`src/rtl/imm_rot_encoder_pkg.sv`:
```
// Shared definitions for the rotated-immediate / memory-offset encoder.
// Holds the register width, rotation step count and FSM state encodings.
// SEARCH_NEG only exists when IMM_ENC_NEG_EN is defined.
`ifndef REGISTER_LEN
`define REGISTER_LEN 32
`endif

package imm_rot_encoder_pkg;

    localparam int REG_LEN   = `REGISTER_LEN;
    localparam int ROT_STEPS = 16;
    localparam int ROT_W     = 4;
    localparam int OPND_W    = 12;

    // Last rotation index tested in a pass; reaching it without a hit ends the pass.
    localparam logic [ROT_W-1:0] ROT_LAST = ROT_W'(ROT_STEPS - 1);

    typedef enum logic [1:0] {
        ST_IDLE       = 2'd0,
        ST_SEARCH     = 2'd1,
`ifdef IMM_ENC_NEG_EN
        ST_SEARCH_NEG = 2'd2,
`endif
        ST_DONE       = 2'd3
    } state_e;

    // A memory offset fits when bits [REG_LEN-1:11] are all copies of bit 11,
    // i.e. the value is a sign extension of its low 12 bits.
    function automatic logic mem_offset_ok(input logic [REG_LEN-1:0] v);
        return (&v[REG_LEN-1:OPND_W-1]) | ~(|v[REG_LEN-1:OPND_W-1]);
    endfunction

endpackage

```
`src/rtl/rotl_even.sv`:
```
// Combinational rotate-left of a register-width word by 2*rot bit positions.
// Latency: 0 cycles (pure combinational). Backpressure: none, no state.
// Ports: din (word to rotate), rot (4-bit half-rotation amount), dout (result).
module rotl_even
    import imm_rot_encoder_pkg::*;
(
    input  logic [REG_LEN-1:0] din,
    input  logic [ROT_W-1:0]   rot,
    output logic [REG_LEN-1:0] dout
);

    logic [2*REG_LEN-1:0] dbl;

    // Shifting a doubled copy left and keeping the upper half is a rotate-left.
    always_comb begin
        dbl  = {din, din} << {rot, 1'b0};
        dout = dbl[2*REG_LEN-1:REG_LEN];
    end

endmodule

```
`src/rtl/imm_rot_encoder.sv`:
```
// Encodes a constant as a rotated 8-bit immediate or as a 12-bit signed memory offset.
// Latency: mem mode 1 cycle; immediate mode rot+1 cycles (16 on miss; 17+k / 32 with IMM_ENC_NEG_EN).
// Backpressure: in_ready only in IDLE; result held in DONE until out_valid && out_ready.
//
// Ports:
//   clk, rst           single clock, synchronous active-high reset
//   in_valid/in_ready  request handshake; value and is_mem_command captured on it
//   out_valid/out_ready result handshake
//   shift_operand      {rot, imm8} (immediate) or value[11:0] (memory)
//   fail               value not encodable in the selected mode
//   inverted           result encodes ~value (only when IMM_ENC_NEG_EN is defined)
// Optional feature macro: IMM_ENC_NEG_EN (second search pass over ~value).
module imm_rot_encoder
    import imm_rot_encoder_pkg::*;
(
    input  logic                     clk,
    input  logic                     rst,
    input  logic                     in_valid,
    output logic                     in_ready,
    input  logic [`REGISTER_LEN-1:0] value,
    input  logic                     is_mem_command,
    output logic                     out_valid,
    input  logic                     out_ready,
    output logic [OPND_W-1:0]        shift_operand,
    output logic                     fail,
    output logic                     inverted
);

    state_e              state_q, state_d;
    logic [REG_LEN-1:0]  operand_q, operand_d;
    logic                mem_q, mem_d;
    logic [ROT_W-1:0]    rot_q, rot_d;
    logic [OPND_W-1:0]   shift_operand_q, shift_operand_d;
    logic                fail_q, fail_d;
`ifdef IMM_ENC_NEG_EN
    logic                inverted_q, inverted_d;
`endif

    logic [REG_LEN-1:0]  candidate;
    logic                hit;

    rotl_even u_rotl_even (
        .din  (operand_q),
        .rot  (rot_q),
        .dout (candidate)
    );

    // Candidate fits in 8 bits: everything above imm8 is zero.
    assign hit = ~(|candidate[REG_LEN-1:8]);

    always_comb begin
        state_d         = state_q;
        operand_d       = operand_q;
        mem_d           = mem_q;
        rot_d           = rot_q;
        shift_operand_d = shift_operand_q;
        fail_d          = fail_q;
`ifdef IMM_ENC_NEG_EN
        inverted_d      = inverted_q;
`endif

        case (state_q)
            ST_IDLE: begin
                if (in_valid) begin
                    operand_d = value;
                    mem_d     = is_mem_command;
                    rot_d     = '0;
                    state_d   = ST_SEARCH;
                end
            end

            ST_SEARCH: begin
`ifdef IMM_ENC_NEG_EN
                inverted_d = 1'b0;
`endif
                if (mem_q) begin
                    // Memory mode resolves in a single evaluation cycle.
                    if (mem_offset_ok(operand_q)) begin
                        shift_operand_d = operand_q[OPND_W-1:0];
                        fail_d          = 1'b0;
                    end else begin
                        shift_operand_d = '0;
                        fail_d          = 1'b1;
                    end
                    state_d = ST_DONE;
                end else if (hit) begin
                    shift_operand_d = {rot_q, candidate[7:0]};
                    fail_d          = 1'b0;
                    rot_d           = '0;
                    state_d         = ST_DONE;
                end else if (rot_q == ROT_LAST) begin
`ifdef IMM_ENC_NEG_EN
                    // Retry with the complement so MVN/BIC forms can be used.
                    operand_d = ~operand_q;
                    rot_d     = '0;
                    state_d   = ST_SEARCH_NEG;
`else
                    shift_operand_d = '0;
                    fail_d          = 1'b1;
                    rot_d           = '0;
                    state_d         = ST_DONE;
`endif
                end else begin
                    rot_d = rot_q + 1'b1;
                end
            end

`ifdef IMM_ENC_NEG_EN
            ST_SEARCH_NEG: begin
                if (hit) begin
                    shift_operand_d = {rot_q, candidate[7:0]};
                    fail_d          = 1'b0;
                    inverted_d      = 1'b1;
                    rot_d           = '0;
                    state_d         = ST_DONE;
                end else if (rot_q == ROT_LAST) begin
                    shift_operand_d = '0;
                    fail_d          = 1'b1;
                    inverted_d      = 1'b0;
                    rot_d           = '0;
                    state_d         = ST_DONE;
                end else begin
                    rot_d = rot_q + 1'b1;
                end
            end
`endif

            ST_DONE: begin
                if (out_ready) begin
                    state_d = ST_IDLE;
                end
            end

            default: begin
                state_d = ST_IDLE;
            end
        endcase
    end

    always_ff @(posedge clk) begin
        if (rst) begin
            state_q         <= ST_IDLE;
            operand_q       <= '0;
            mem_q           <= 1'b0;
            rot_q           <= '0;
            shift_operand_q <= '0;
            fail_q          <= 1'b0;
`ifdef IMM_ENC_NEG_EN
            inverted_q      <= 1'b0;
`endif
        end else begin
            state_q         <= state_d;
            operand_q       <= operand_d;
            mem_q           <= mem_d;
            rot_q           <= rot_d;
            shift_operand_q <= shift_operand_d;
            fail_q          <= fail_d;
`ifdef IMM_ENC_NEG_EN
            inverted_q      <= inverted_d;
`endif
        end
    end

    assign in_ready      = (state_q == ST_IDLE);
    assign out_valid     = (state_q == ST_DONE);
    assign shift_operand = shift_operand_q;
    assign fail          = fail_q;
`ifdef IMM_ENC_NEG_EN
    assign inverted      = inverted_q;
`else
    assign inverted      = 1'b0;
`endif

endmodule
```
`config.mk`:
```
export PLATFORM = sky130hd
export DESIGN_NAME = imm_rot_encoder
export DESIGN_NICKNAME = d
export VERILOG_FILES = /design/src/rtl/imm_rot_encoder_pkg.sv /design/src/rtl/rotl_even.sv /design/src/rtl/imm_rot_encoder.sv
export SDC_FILE = /design/constraint.sdc
export NUM_CORES = 1
export LEC_CHECK = 0
export CAP_MARGIN = 20
export CORE_MARGIN = 4
export CORE_UTILIZATION = 30
export CTS_CLUSTER_DIAMETER = 100
export DETAILED_ROUTE_END_ITERATION = 7
export PLACE_DENSITY = 0.55
export RECOVER_POWER = 100
export SLEW_MARGIN = 10
export SYNTH_ARGS = -nofsm -noshare
export SYNTH_HDL_FRONTEND = slang
export SYNTH_SLANG_ARGS = --single-unit
```
`constraint.sdc`:
```
create_clock -name clk -period 3.91 [get_ports clk]
set_clock_uncertainty 0.2 [all_clocks]
set_input_delay 0.782 -clock clk [delete_from_list [all_inputs] [get_ports clk]]
set_output_delay 0.782 -clock clk [all_outputs]
set_load 0.01 [all_outputs]
```
# Word-level counts from Yosys, hierarchy flattened
# Cells that the tools add are included.
word_totals:
  reg_bits: 52
  output_inout_bits: 16
  elab_cells: 46
op_classes:
  add_sub_neg: 1
  n_eq_ne: 8
  shift: 1
  muxes: 19
  n_bitwise: 2
  n_reduce_logical: 9
op_table:
  columns: ["cell", "n"]
  rows:
  - ["<< shifter 64 x 5 -> 64 bit", 1]
  - ["2-to-1 mux 12 bit", 4]
  - ["OR reduction 24 bit", 1]
  - ["AND reduction 21 bit", 1]
  - ["OR reduction 21 bit", 1]
  - ["2-to-1 mux 4 bit", 4]
  - ["2-to-1 mux 2 bit", 5]
  - ["one-hot mux 4 bit (2 select lines)", 1]
  - ["one-hot mux 2 bit (3 select lines)", 1]
  - ["AND reduction 3 bit", 2]
  - ["adder 4 x 1 -> 4 bit, second input constant", 1]
  - ["== test 4 bit, second input constant", 1]
  - ["2-to-1 mux 1 bit", 4]
  - ["!= test 2 bit, second input constant", 2]
  - ["!= test 4 bit, second input constant", 1]
  - ["AND reduction 2 bit", 2]
  - ["!= test 3 x 2 -> 1 bit, second input constant", 1]
  - ["== test 2 x 1 -> 1 bit, second input constant", 1]
  - ["== test 2 bit, second input constant", 1]
  - ["zero test 2 bit", 1]
  - ["!= test 2 x 1 -> 1 bit, second input constant", 1]
  - ["nonzero test 2 bit", 1]
  - ["NOT 1 bit", 1]
  - ["bitwise OR 1 bit", 1]

# Longest topological paths before layout
# Gate-level depths: netlist of run 1.
depth:
  ltp_word: 5
  depth_mapped: 13

# Modules after synthesis
# Synthesis of run 1 repeated with hierarchy kept, for this count alone.
hier_totals:
  hier_cells: 363
  area_unflattened_um2: 3883.7
by_module_without_submodules:
  columns: ["mod", "n_inst", "cells_per_inst", "area_per_inst_um2", "seq_area_each_um2"]
  rows:
  - ["imm_rot_encoder", 1, 283, 2283.4, 1041.0]
  - ["rotl_even", 1, 80, 1600.3, 0.0]

# Worst setup path before layout of run 1
# OpenSTA, ideal clock, no wires.
synth_path:
  kind: "register to register"
  from: "reg rot_q[1]"
  to: "reg shift_operand_q[3], in the netlist shift_operand[3]"
  t_arrival_ns: 2.468
  setup_slack_ns: 1.128
  stages_incl_launch_ff: 13
  period_less_slack_ns: 2.782
  cell_sequence: "dfxtp_1 buf_6 buf_8 buf_6 clkbuf_1 mux2i_1 nand2_1 o21ai_2 nand4_1 a21o_4 buf_6 a41oi_2 a21bo_1"
synth_via:
  elab_chain_len: 4
  word_cells_on_any_way: 7
synth_lines:
  columns: ["item", "line_no", "source"]
  rows:
  - ["from (decl)", "imm_rot_encoder.sv:32", "logic [ROT_W-1:0] rot_q, rot_d;"]
  - ["from (signal assigned)", "imm_rot_encoder.sv:155", "rot_q <= rot_d;"]
  - ["<< shifter 64 x 5 -> 64 bit", "rotl_even.sv:16", "dbl = {din, din} << {rot, 1'b0};"]
  - ["OR reduction 24 bit", "imm_rot_encoder.sv:49", "assign hit = ~(|candidate[REG_LEN-1:8]);"]
  - ["!= test 3 x 2 -> 1 bit (no line) or 2-to-1 mux 12 bit (tied branches)", null, null]
  - ["AND reduction 2 bit (no line) or 2-to-1 mux 12 bit (tied branches)", null, null]
  - ["to (signal assigned)", "imm_rot_encoder.sv:156", "shift_operand_q <= shift_operand_d;"]
  - ["to (decl)", "imm_rot_encoder.sv:33", "logic [OPND_W-1:0] shift_operand_q, shift_operand_d;"]
# Parallel ways exist; a longest one is shown, timed or not.
# A chain may end at the register's enable or synchronous reset.

# Final worst setup path of run 1
layout_path:
  from: "reg rot_q[0]"
  to: "reg shift_operand_q[6], in the netlist shift_operand[6]"
# Same word-level chain as after synthesis.

==> results of run 1 <==
-- sequential cells by signal (all words and copies together) (netlist names) --
register / cells
state_q: 2
shift_operand: 12
mem_q: 1
rot_q: 4
operand_q: 32
fail: 1
-- metal layers --
metal	vias up	routed length (microns)	global-route usage
met5	-	0	0
met4	0	578	0.08013
met3	49	1206	0.03052
met2	241	6447	0.2707
met1	2048	5748	0.2232
li1	1969	-	-
-- worst min path at each step --
| stage | from | endpoint | slack [ns] | cells past startpoint |
|---|---|---|---|---|
| 5_1_grt | fail | fail | 0.30 | 2 |
| 4_1_cts | fail | fail | 0.27 | 2 |
| 3_5_place_dp | fail | fail | 0.26 | 2 |
| 3_3_place_gp | fail | fail | 0.25 | 2 |
| 2_1_floorplan | operand_q[9] | operand_q[9] | 0.26 | 2 |
| 6_report | fail | fail | 0.26 | 2 |
-- where the power goes --
part	internal [mW]	total [mW]	switching (mW)
clock network	0.256	0.456	0.200
registers	0.559	0.642	0.0826
logic	0.215	0.455	0.240
-- worst max-delay path, cell delays in order (launching register included) --
cell and delay [ns]:
sky130_fd_sc_hd__dfxtp_1 0.72, sky130_fd_sc_hd__inv_1 0.20, sky130_fd_sc_hd__buf_12 0.20, sky130_fd_sc_hd__mux4_2 0.41
sky130_fd_sc_hd__a32oi_1 0.41, sky130_fd_sc_hd__a2111oi_4 0.08, sky130_fd_sc_hd__a21oi_1 0.45, sky130_fd_sc_hd__a21o_4 0.25
sky130_fd_sc_hd__a21oi_2 0.14, sky130_fd_sc_hd__o221a_1 0.28
-- cell families (layout without fill, tap and decap cells) --
group                    count (synthesis)  count (layout)
AND/OR/NAND/NOR                        208             208
AO/OA/AOI/OAI                          125             125
flip-flops                              52              52
multiplexers                            73              73
buffers and inverters                   66              83
adder cells (fa/ha/maj)                  1               1
other                                    1               1
-- Yosys cell counts, types with 4 or more instances --
| cell type | instances |
|---|---|
| sky130_fd_sc_hd__nand4_1 | 9 |
| sky130_fd_sc_hd__o221ai_1 | 8 |
| sky130_fd_sc_hd__mux2i_1 | 33 |
| sky130_fd_sc_hd__nor3_1 | 13 |
| sky130_fd_sc_hd__and3_1 | 7 |
| sky130_fd_sc_hd__a211oi_1 | 4 |
| sky130_fd_sc_hd__nand2_1 | 99 |
| sky130_fd_sc_hd__a2111oi_0 | 4 |
| sky130_fd_sc_hd__mux4_2 | 20 |
| sky130_fd_sc_hd__nand3_1 | 5 |
| sky130_fd_sc_hd__a21oi_1 | 48 |
| sky130_fd_sc_hd__o21ai_0 | 7 |
| sky130_fd_sc_hd__nor2_1 | 42 |
| sky130_fd_sc_hd__dfxtp_1 | 52 |
| sky130_fd_sc_hd__or3_1 | 7 |
| sky130_fd_sc_hd__buf_6 | 8 |
| sky130_fd_sc_hd__a41oi_1 | 7 |
| sky130_fd_sc_hd__clkbuf_1 | 33 |
| sky130_fd_sc_hd__o22ai_1 | 5 |
| sky130_fd_sc_hd__buf_2 | 8 |
| sky130_fd_sc_hd__and2_1 | 7 |
| sky130_fd_sc_hd__inv_1 | 10 |
| sky130_fd_sc_hd__nand2b_1 | 4 |
| sky130_fd_sc_hd__nor4_1 | 4 |
| sky130_fd_sc_hd__mux2_2 | 16 |
| sky130_fd_sc_hd__a31oi_1 | 7 |
-- layout make-up --
type	count	area share
clock buffers	6	0.02789
clock inverters	2	0.002764
well taps	180	0.04523
flip-flops and latches	52	0.2095
inverters	11	0.008291
multi-input cells	408	0.5791
repair buffers	64	0.1271
-- metrics by stage --
| step | instances | hold WS, ns | area [sq um] | utilization |
|---|---|---|---|---|
| 6_report | 723 | 0.2649 | 4980 | 0.3574 |
| 2_1_floorplan | 526 | 0.2642 | 4270 | - |
| 3_5_place_dp | 715 | 0.2610 | 4836 | 0.3470 |
| 5_1_grt | 723 | 0.2981 | 4980 | 0.3574 |
| 3_3_place_gp | 715 | 0.2504 | 4836 | 0.3470 |
| 4_1_cts | 723 | 0.2718 | 4989 | 0.3580 |
==> results.yml, run 1 <==
critical_path:
  timing.critical_path.from_type: "register"
  data_arrival_time_at_the_worst_slack_endpoint_ns: 3.45
  critical_path.endpoint_type: "register"
  ff2ff_setup_slack_ns: 0.45
  rr_startpoint: "rot_q[0]"
  worst_r2r_path_depth: 9
  cp_data_required_time_ns: 3.90
  critPathKind: "register to register"
  worstReg2RegEnd: "shift_operand[6]"
  worstSetupStartpoint: "rot_q[0]"
  worstSetupEndpoint: "shift_operand[6]"
  timing.critical_path.fanout_max: 15
power_and_ir_drop:
  totalPowerFinal_mw: 1.553
  leakage_nw: 1.701
  cellPowerDensity_nw_per_um2: 311.9
  ir_drop_mv: 0.1618
synth:
  dominantRegCellSynth: "sky130_fd_sc_hd__dfxtp_1"
  yosys_register_bits: 52
  yosys.cell_types.count: 66
  simple_gate_portion_of_the_synthesized_area: 0.2227
  yosysSeqAreaShare: 0.2438
  synth_top_family_by_area: "multiplexers"
  synth-xor-area-share: 0
  synth.largest_area_cell: "sky130_fd_sc_hd__dfxtp_1"
  synthTopCellsByArea: "sky130_fd_sc_hd__dfxtp_1 (24%), sky130_fd_sc_hd__mux4_2 (11%), sky130_fd_sc_hd__nand2_1 (8.7%)"
  yosys.area_share.adder: 0.002930
  synthesis.area_sq_um: 4270
  edff_count_synth: 0
  yosysTopAreaCellShare: 0.2438
  postSynthCellCount: 526
  synthesis.yosys.warnings: 0
  postSynthAreaPerCell_sq_um: 8.119
  synth.net_count: 564
  synth.area.mux_share: 0.2382
  asyncSetResetFlopFracSynth: 0
  synth_compound_gate_area_share: 0.2127
timing:
  part_of_the_cycle_the_worst_path_needs: 0.8849
  tightest_slew_ns: 0.9923
  fin_crit_ns: 3.460
  finalSetupViolCount: 0
  setup-tns-final_ns: 0
  max_fclk_ghz: 0.2890
  final_hold_vio_count: 0
  rsz_0062_raised_after_global_routing: "false"
  maxSlewHeadroom: 0.3369
  timing.final.max_slew_violations: 0
  timing.final.ws_setup_ns: 0.4498
grt:
  grt_pass1_wl_microns: 22120
  combined_global_route_utilization_of_all_metal_layers: 0.1700
  via_count_of_the_first_global_routing_pass: 4068
  antenna_found_initial: 0
  grt_overflow: 0
  grt_max_degree: 42
clocking:
  clock-root-buffer: "sky130_fd_sc_hd__clkbuf_16"
  clk_latency_ns: 0.30
  ctsLongestPathBuffers: 2
  cts.clk_slew.worst_paths_ns: 0.07
  cts_tree: "built"
  postCtsSetupRepairBufs: 0
  ctsHoldBuffers: 0
  post_cts_resized: 0
  tritoncts_num_sinks: 52
  cts_made_buffers: 5
  cts_max_level: 2
floorplanning:
  core_area_sq_um: 13930
  die-area_sq_um: 16210
  fp.dieW_microns: 127.3
  rows: 43
  boundaryPins: 53
  floorplan.initialDensity: 0.3065
  die_h_microns: 127.3
cells_and_area:
  final_cell_mix: "sky130_fd_sc_hd__nand2_1 (99), sky130_fd_sc_hd__dfxtp_1 (50), sky130_fd_sc_hd__a21oi_1 (49), sky130_fd_sc_hd__nor2_1 (42), sky130_fd_sc_hd__clkdlybuf4s50_1 (35)"
  fill_cells: 1450
  multi_input_area_sq_um: 2884
  area_growth_syn_to_layout_pct: 16.61
  final_common_cell: "sky130_fd_sc_hd__nand2_1"
  final_layout_size_suffix_gt1_frac: 0.1418
  finalNetCount: 580
  area.sequential_sq_um: 1044
  antennaDiodeCount: 0
placement:
  dp_slack_ns: 0.5451
  detailed_place_hpwl_microns: 10220
  quantity_of_i_o_buffers_inserted_on_ports: 51
  place.gp.congestion: 0.9454
detailed_routing:
  route.detailed.drc: 0
  wl_per_cell_microns: 19.33
  dr.first_iter.drc_count: 517
  wl_microns: 13980
  via_per_inst: 5.957
  first_pass_iters: 5
  vias: 4307
  ant_nets: 0
run_status:
  result_of_the_run: "complete, no violations"
worst_hold_path:
  hold_path_class: "register to register"
job:
  cap_viol_max_count: 0
No activity file was read; power rests on OpenSTA's default activity.
==> inputs of run 2 (changes only) <==
- CELL_PAD_IN_SITES_DETAIL_PLACEMENT: default -> 0
- CELL_PAD_IN_SITES_GLOBAL_PLACEMENT: default -> 1
- PLACE_DENSITY: 0.55 -> 0.68
==> results.yml, run 2 (synthesis gave the netlist of run 1 again) <==
critical_path:
  cpPeakStageDelay_ns: 0.79
  data_arrival_time_at_the_worst_slack_endpoint_ns: 3.54
  crit_path_frequent_cell: "sky130_fd_sc_hd__a21oi_2"
  cp_top_family: "compound AO/OA/AOI/OAI gates"
  worst_r2r_path_depth: 8
  worstSetupStartpoint: "rot_q[2]"
  timing.critical_path.fanout_max: 30
  rr_startpoint: "rot_q[2]"
  worstReg2RegEnd: "shift_operand[6]"
  timing.critical_path.buf_inv: 0
  crit_cells: 8
  worstSetupEndpoint: "shift_operand[6]"
  critical_path.endpoint_type: "register"
  cp_data_required_time_ns: 3.96
  critical_path_cell_sequence: "mux4_2 -> mux2i_1 -> o2111ai_1 -> a2111oi_4 -> a21oi_2 -> a21o_4 -> a21oi_2 -> o221a_1"
  ff2ff_setup_slack_ns: 0.42
  critPathKind: "register to register"
  worst_path_max_delay_cell: "sky130_fd_sc_hd__dfxtp_2"
  timing.critical_path.from_type: "register"
detailed_routing:
  dr.first_iter.drc_count: 402
  first_pass_iters: 5
  wl_per_cell_microns: 20.89
  ant_nets: 0
  vias: 4295
  wl_microns: 15170
  via_per_inst: 5.916
  route.detailed.drc: 0
cells_and_area:
  final_cell_count_no_fill: 726
  final_cell_mix: "sky130_fd_sc_hd__nand2_1 (99), sky130_fd_sc_hd__dfxtp_1 (50), sky130_fd_sc_hd__a21oi_1 (48), sky130_fd_sc_hd__nor2_1 (42), sky130_fd_sc_hd__clkdlybuf4s50_1 (35)"
  postLayoutCoreUtil: 0.3603
  final_layout_size_suffix_gt1_frac: 0.1465
  area_growth_syn_to_layout_pct: 17.58
  top_register: "operand_q"
  post-route-cell-area_sq_um: 5021
  final_common_cell: "sky130_fd_sc_hd__nand2_1"
  largest_register_ffs: 32
  antennaDiodeCount: 0
  fill_cells: 1443
  finalNetCount: 583
  multi_input_area_sq_um: 2893
  area.sequential_sq_um: 1044
clocking:
  clk_latency_ns: 0.30
  post_cts_resized: 0
  postCtsSetupRepairBufs: 0
  cts_made_buffers: 5
  clock-root-buffer: "sky130_fd_sc_hd__clkbuf_16"
  ctsLongestPathBuffers: 2
  cts.clk_slew.worst_paths_ns: 0.08
  tritoncts_num_sinks: 52
  cts_tree: "built"
  ctsHoldBuffers: 0
  cts_max_level: 2
timing:
  maxSlewHeadroom: 0.02665
  rsz_0062_raised_after_global_routing: "false"
  final_hold_vio_count: 0
  setup-tns-final_ns: 0
  finalSetupViolCount: 0
  fin_crit_ns: 3.492
  part_of_the_cycle_the_worst_path_needs: 0.8931
  tightest_slew_ns: 1.460
  max_fclk_ghz: 0.2864
  timing.final.max_slew_violations: 0
floorplanning:
  core_area_sq_um: 13930
  boundaryPins: 53
  rows: 43
  die-area_sq_um: 16210
  floorplan.initialDensity: 0.3065
  die_h_microns: 127.3
  fp.dieW_microns: 127.3
run_status:
  result_of_the_run: "complete, no violations"
placement:
  detailed_place_hpwl_microns: 11010
  detailed_place.area_sq_um: 4846
  place_inst: 718
  quantity_of_i_o_buffers_inserted_on_ports: 51
  place.gp.congestion: 0.9226
grt:
  grt_overflow: 0
  combined_global_route_utilization_of_all_metal_layers: 0.1874
  grt_max_degree: 39
  via_count_of_the_first_global_routing_pass: 4258
  grt_pass1_wl_microns: 24030
  antenna_found_initial: 0
job:
  cap_viol_max_count: 0
power_and_ir_drop:
  ir_drop_mv: 0.1669
  leakage_nw: 1.712
  cellPowerDensity_nw_per_um2: 328.1
worst_hold_path:
  hold_path_class: "register to register"
[run 2: cell count changes in the layout (fill, tap and decap cells not counted), sizes merged]
cell | before | now
bufinv | 0 | 1
inv | 11 | 10
buf | 13 | 14
clkbuf | 6 | 9
clkinv | 2 | 1
[run 2: worst min path at each step]
stage	from	depth (start not counted)	slack [ns]	end
after floorplan	operand_q[9]	2	0.26	operand_q[9]
after global placement	fail	2	0.25	fail
after detailed placement	fail	2	0.26	fail
after CTS	fail	2	0.27	fail
after global routing	fail	2	0.28	fail
final	fail	2	0.26	fail
[run 2: routing by layer]
metal  vias to the layer above  share of wire  wire length, microns  global-route usage
li1                       1985              -                     -                   -
met3                        41          0.073                  1100             0.03888
met5                         -         0.0021                    32             0.02167
met1                      2068           0.43                  6457              0.2475
met4                         2          0.031                   477             0.07571
met2                       199           0.47                  7101              0.2967
[run 2: power by group]
| part | switching, mW | internal [mW] |
|---|---|---|
| Sequential | 0.0845 | 0.559 |
| Clock | 0.202 | 0.338 |
| Combinational | 0.249 | 0.215 |
| Total | 0.535 | 1.11 |
[run 2: through the flow]
stage	hold WS, ns	total power, mW	worst slack, ns
after floorplan	0.2642	0.9562	1.128
after global placement	0.2475	1.119	0.4426
after detailed placement	0.2564	1.117	0.4526
after CTS	0.2689	1.657	0.4307
after global routing	0.2820	1.734	0.1784
final	0.2586	1.647	0.4180
[run 2: tightest hold or removal path, cell delays in order (launching register included)]
cell and delay [ns]:
sky130_fd_sc_hd__dfxtp_1 0.31, sky130_fd_sc_hd__nand2_1 0.05, sky130_fd_sc_hd__mux2i_1 0.05
[run 2: final cells by class]
cell class	instances	share of cell area
repair buffers	67	0.1266
well taps	180	0.04485
flip-flops and latches	52	0.2078
inverters	11	0.008223
multi-input cells	408	0.5761
clock inverters	1	0.005981
clock buffers	7	0.03040
==> inputs of run 3 (changes only) <==
- PLACE_DENSITY: 0.68 -> 0.65
==> results.yml, run 3 (synthesis gave the netlist of run 1 again) <==
run_status:
  result_of_the_run: "complete, but fails checks"
  violations: "capacitance limit, slew limit"
cells_and_area:
  final_cell_count_no_fill: 727
  final_cell_mix: "sky130_fd_sc_hd__nand2_1 (99), sky130_fd_sc_hd__dfxtp_1 (50), sky130_fd_sc_hd__a21oi_1 (49), sky130_fd_sc_hd__nor2_1 (42), sky130_fd_sc_hd__clkdlybuf4s50_1 (36)"
  antennaDiodeCount: 0
  finalNetCount: 584
  top_register: "operand_q"
  area_growth_syn_to_layout_pct: 17.23
  final_layout_size_suffix_gt1_frac: 0.1444
  postLayoutCoreUtil: 0.3593
  final_common_cell: "sky130_fd_sc_hd__nand2_1"
  largest_register_ffs: 32
timing:
  max_fclk_ghz: 0.2836
  final_hold_vio_count: 0
  maxSlewHeadroom: -0.03155
  finalSetupViolCount: 0
  part_of_the_cycle_the_worst_path_needs: 0.9018
  timing.final.max_slew_violations: 34
  tightest_slew_ns: 1.547
  setup-tns-final_ns: 0
  rsz_0062_raised_after_global_routing: "false"
  hold_slack_ns: 0.2635
  fin_crit_ns: 3.526
critical_path:
  cp_data_required_time_ns: 3.92
  critical_path.endpoint_type: "register"
  rr_startpoint: "rot_q[0]"
  timing.critical_path.fanout_max: 16
  critPathKind: "register to register"
  worstReg2RegEnd: "shift_operand[11]"
  worst_r2r_path_depth: 8
  timing.critical_path.buf_inv: 1
  cpPeakStageDelay_ns: 0.68
  cp_top_family: "compound AO/OA/AOI/OAI gates"
  worstSetupEndpoint: "shift_operand[11]"
  crit_cells: 8
  worstSetupStartpoint: "rot_q[0]"
  timing.critical_path.from_type: "register"
  worst_path_max_delay_cell: "sky130_fd_sc_hd__dfxtp_1"
  data_arrival_time_at_the_worst_slack_endpoint_ns: 3.53
  ff2ff_setup_slack_ns: 0.38
  critical_path_cell_sequence: "inv_1 -> mux4_2 -> a32oi_1 -> a2111oi_4 -> a21oi_1 -> a21oi_4 -> a32o_1 -> a21bo_2"
detailed_routing:
  via_per_inst: 5.952
  first_pass_iters: 5
  vias: 4327
  ant_nets: 0
  wl_microns: 14810
  dr.first_iter.drc_count: 457
  route.detailed.drc: 0
  wl_per_cell_microns: 20.36
floorplanning:
  rows: 43
  die-area_sq_um: 16210
  floorplan.initialDensity: 0.3065
  boundaryPins: 53
  core_area_sq_um: 13930
  fp.dieW_microns: 127.3
  die_h_microns: 127.3
placement:
  place.gp.congestion: 0.9318
  detailed_place_hpwl_microns: 10620
  place_inst: 719
  quantity_of_i_o_buffers_inserted_on_ports: 51
grt:
  grt_max_degree: 39
  grt_pass1_wl_microns: 23490
  via_count_of_the_first_global_routing_pass: 4198
  antenna_found_initial: 0
  grt_overflow: 0
  combined_global_route_utilization_of_all_metal_layers: 0.1828
clocking:
  ctsLongestPathBuffers: 2
  post_cts_resized: 0
  postCtsSetupRepairBufs: 0
  cts_tree: "built"
  ctsHoldBuffers: 0
  cts.clk_slew.worst_paths_ns: 0.07
  cts_max_level: 2
  clock-root-buffer: "sky130_fd_sc_hd__clkbuf_16"
  clk_latency_ns: 0.31
  cts_made_buffers: 5
  tritoncts_num_sinks: 52
power_and_ir_drop:
  ir_drop_mv: 0.1585
  totalPowerFinal_mw: 1.618
  cellPowerDensity_nw_per_um2: 323.2
  leakage_nw: 1.707
job:
  cap_viol_max_count: 1
worst_hold_path:
  min_path_cells: 2
  hold_path_class: "register to register"
==> run 3: cell types whose count changed in the layout (fill, tap and decap cells not counted), sizes merged <==
cell / change
buf: +1
clkbuf: -1
clkdlybuf4s50: +1
clkinv: +1
dlygate4sd3: -1
==> run 3: worst reg2reg max path, cell delays in order (launching register included) <==
cell and delay, ns:
sky130_fd_sc_hd__dfxtp_1 0.68, sky130_fd_sc_hd__inv_1 0.37, sky130_fd_sc_hd__mux4_2 0.51, sky130_fd_sc_hd__a32oi_1 0.42, sky130_fd_sc_hd__a2111oi_4 0.08, sky130_fd_sc_hd__a21oi_1 0.45, sky130_fd_sc_hd__a21oi_4 0.18, sky130_fd_sc_hd__a32o_1 0.32
sky130_fd_sc_hd__a21bo_2 0.21
==> run 3: metal layers <==
metal,global-route usage,up-vias,share of wire
met5,0,-,0
met3,0.04808,46,0.082
met1,0.2394,2074,0.42
met2,0.2886,219,0.47
met4,0.06940,0,0.037
li1,-,1988,-
==> run 3: through the flow <==
step | cell area (sq um) | setup slack, ns
6_report | 5006 | 0.3838
3_3_place_gp | 4853 | 0.5910
3_5_place_dp | 4853 | 0.5630
2_1_floorplan | 4270 | 1.128
4_1_cts | 5017 | 0.5376
5_1_grt | 5006 | 0.1712
==> run 3: worst min-delay path by stage <==
| stage | endpoint | startpoint | slack, ns |
|---|---|---|---|
| 2_1_floorplan | operand_q[9] | operand_q[9] | 0.26 |
| 3_3_place_gp | fail | fail | 0.25 |
| 3_5_place_dp | fail | fail | 0.26 |
| 4_1_cts | fail | fail | 0.27 |
| 5_1_grt | fail | fail | 0.30 |
| 6_report | fail | fail | 0.26 |
==> run 3: final cells by class <==
| type | instances | area (sq um) |
|---|---|---|
| repair buffers | 68 | 643.1 |
| well taps | 180 | 225.2 |
| multi-input cells | 408 | 2889 |
| inverters | 11 | 41.29 |
| clock inverters | 2 | 35.03 |
| flip-flops and latches | 52 | 1044 |
| fillers | 1459 | 8929 |
| clock buffers | 6 | 128.9 |
==> run 3: report_power, final <==
part	leakage [nW]	internal [mW]	total (mW)	switching, mW
sequential	0.425	0.559	0.641	0.0816
clock	0.0808	0.302	0.516	0.214
combinational	1.20	0.214	0.461	0.247
total	1.71	1.08	1.62	0.543
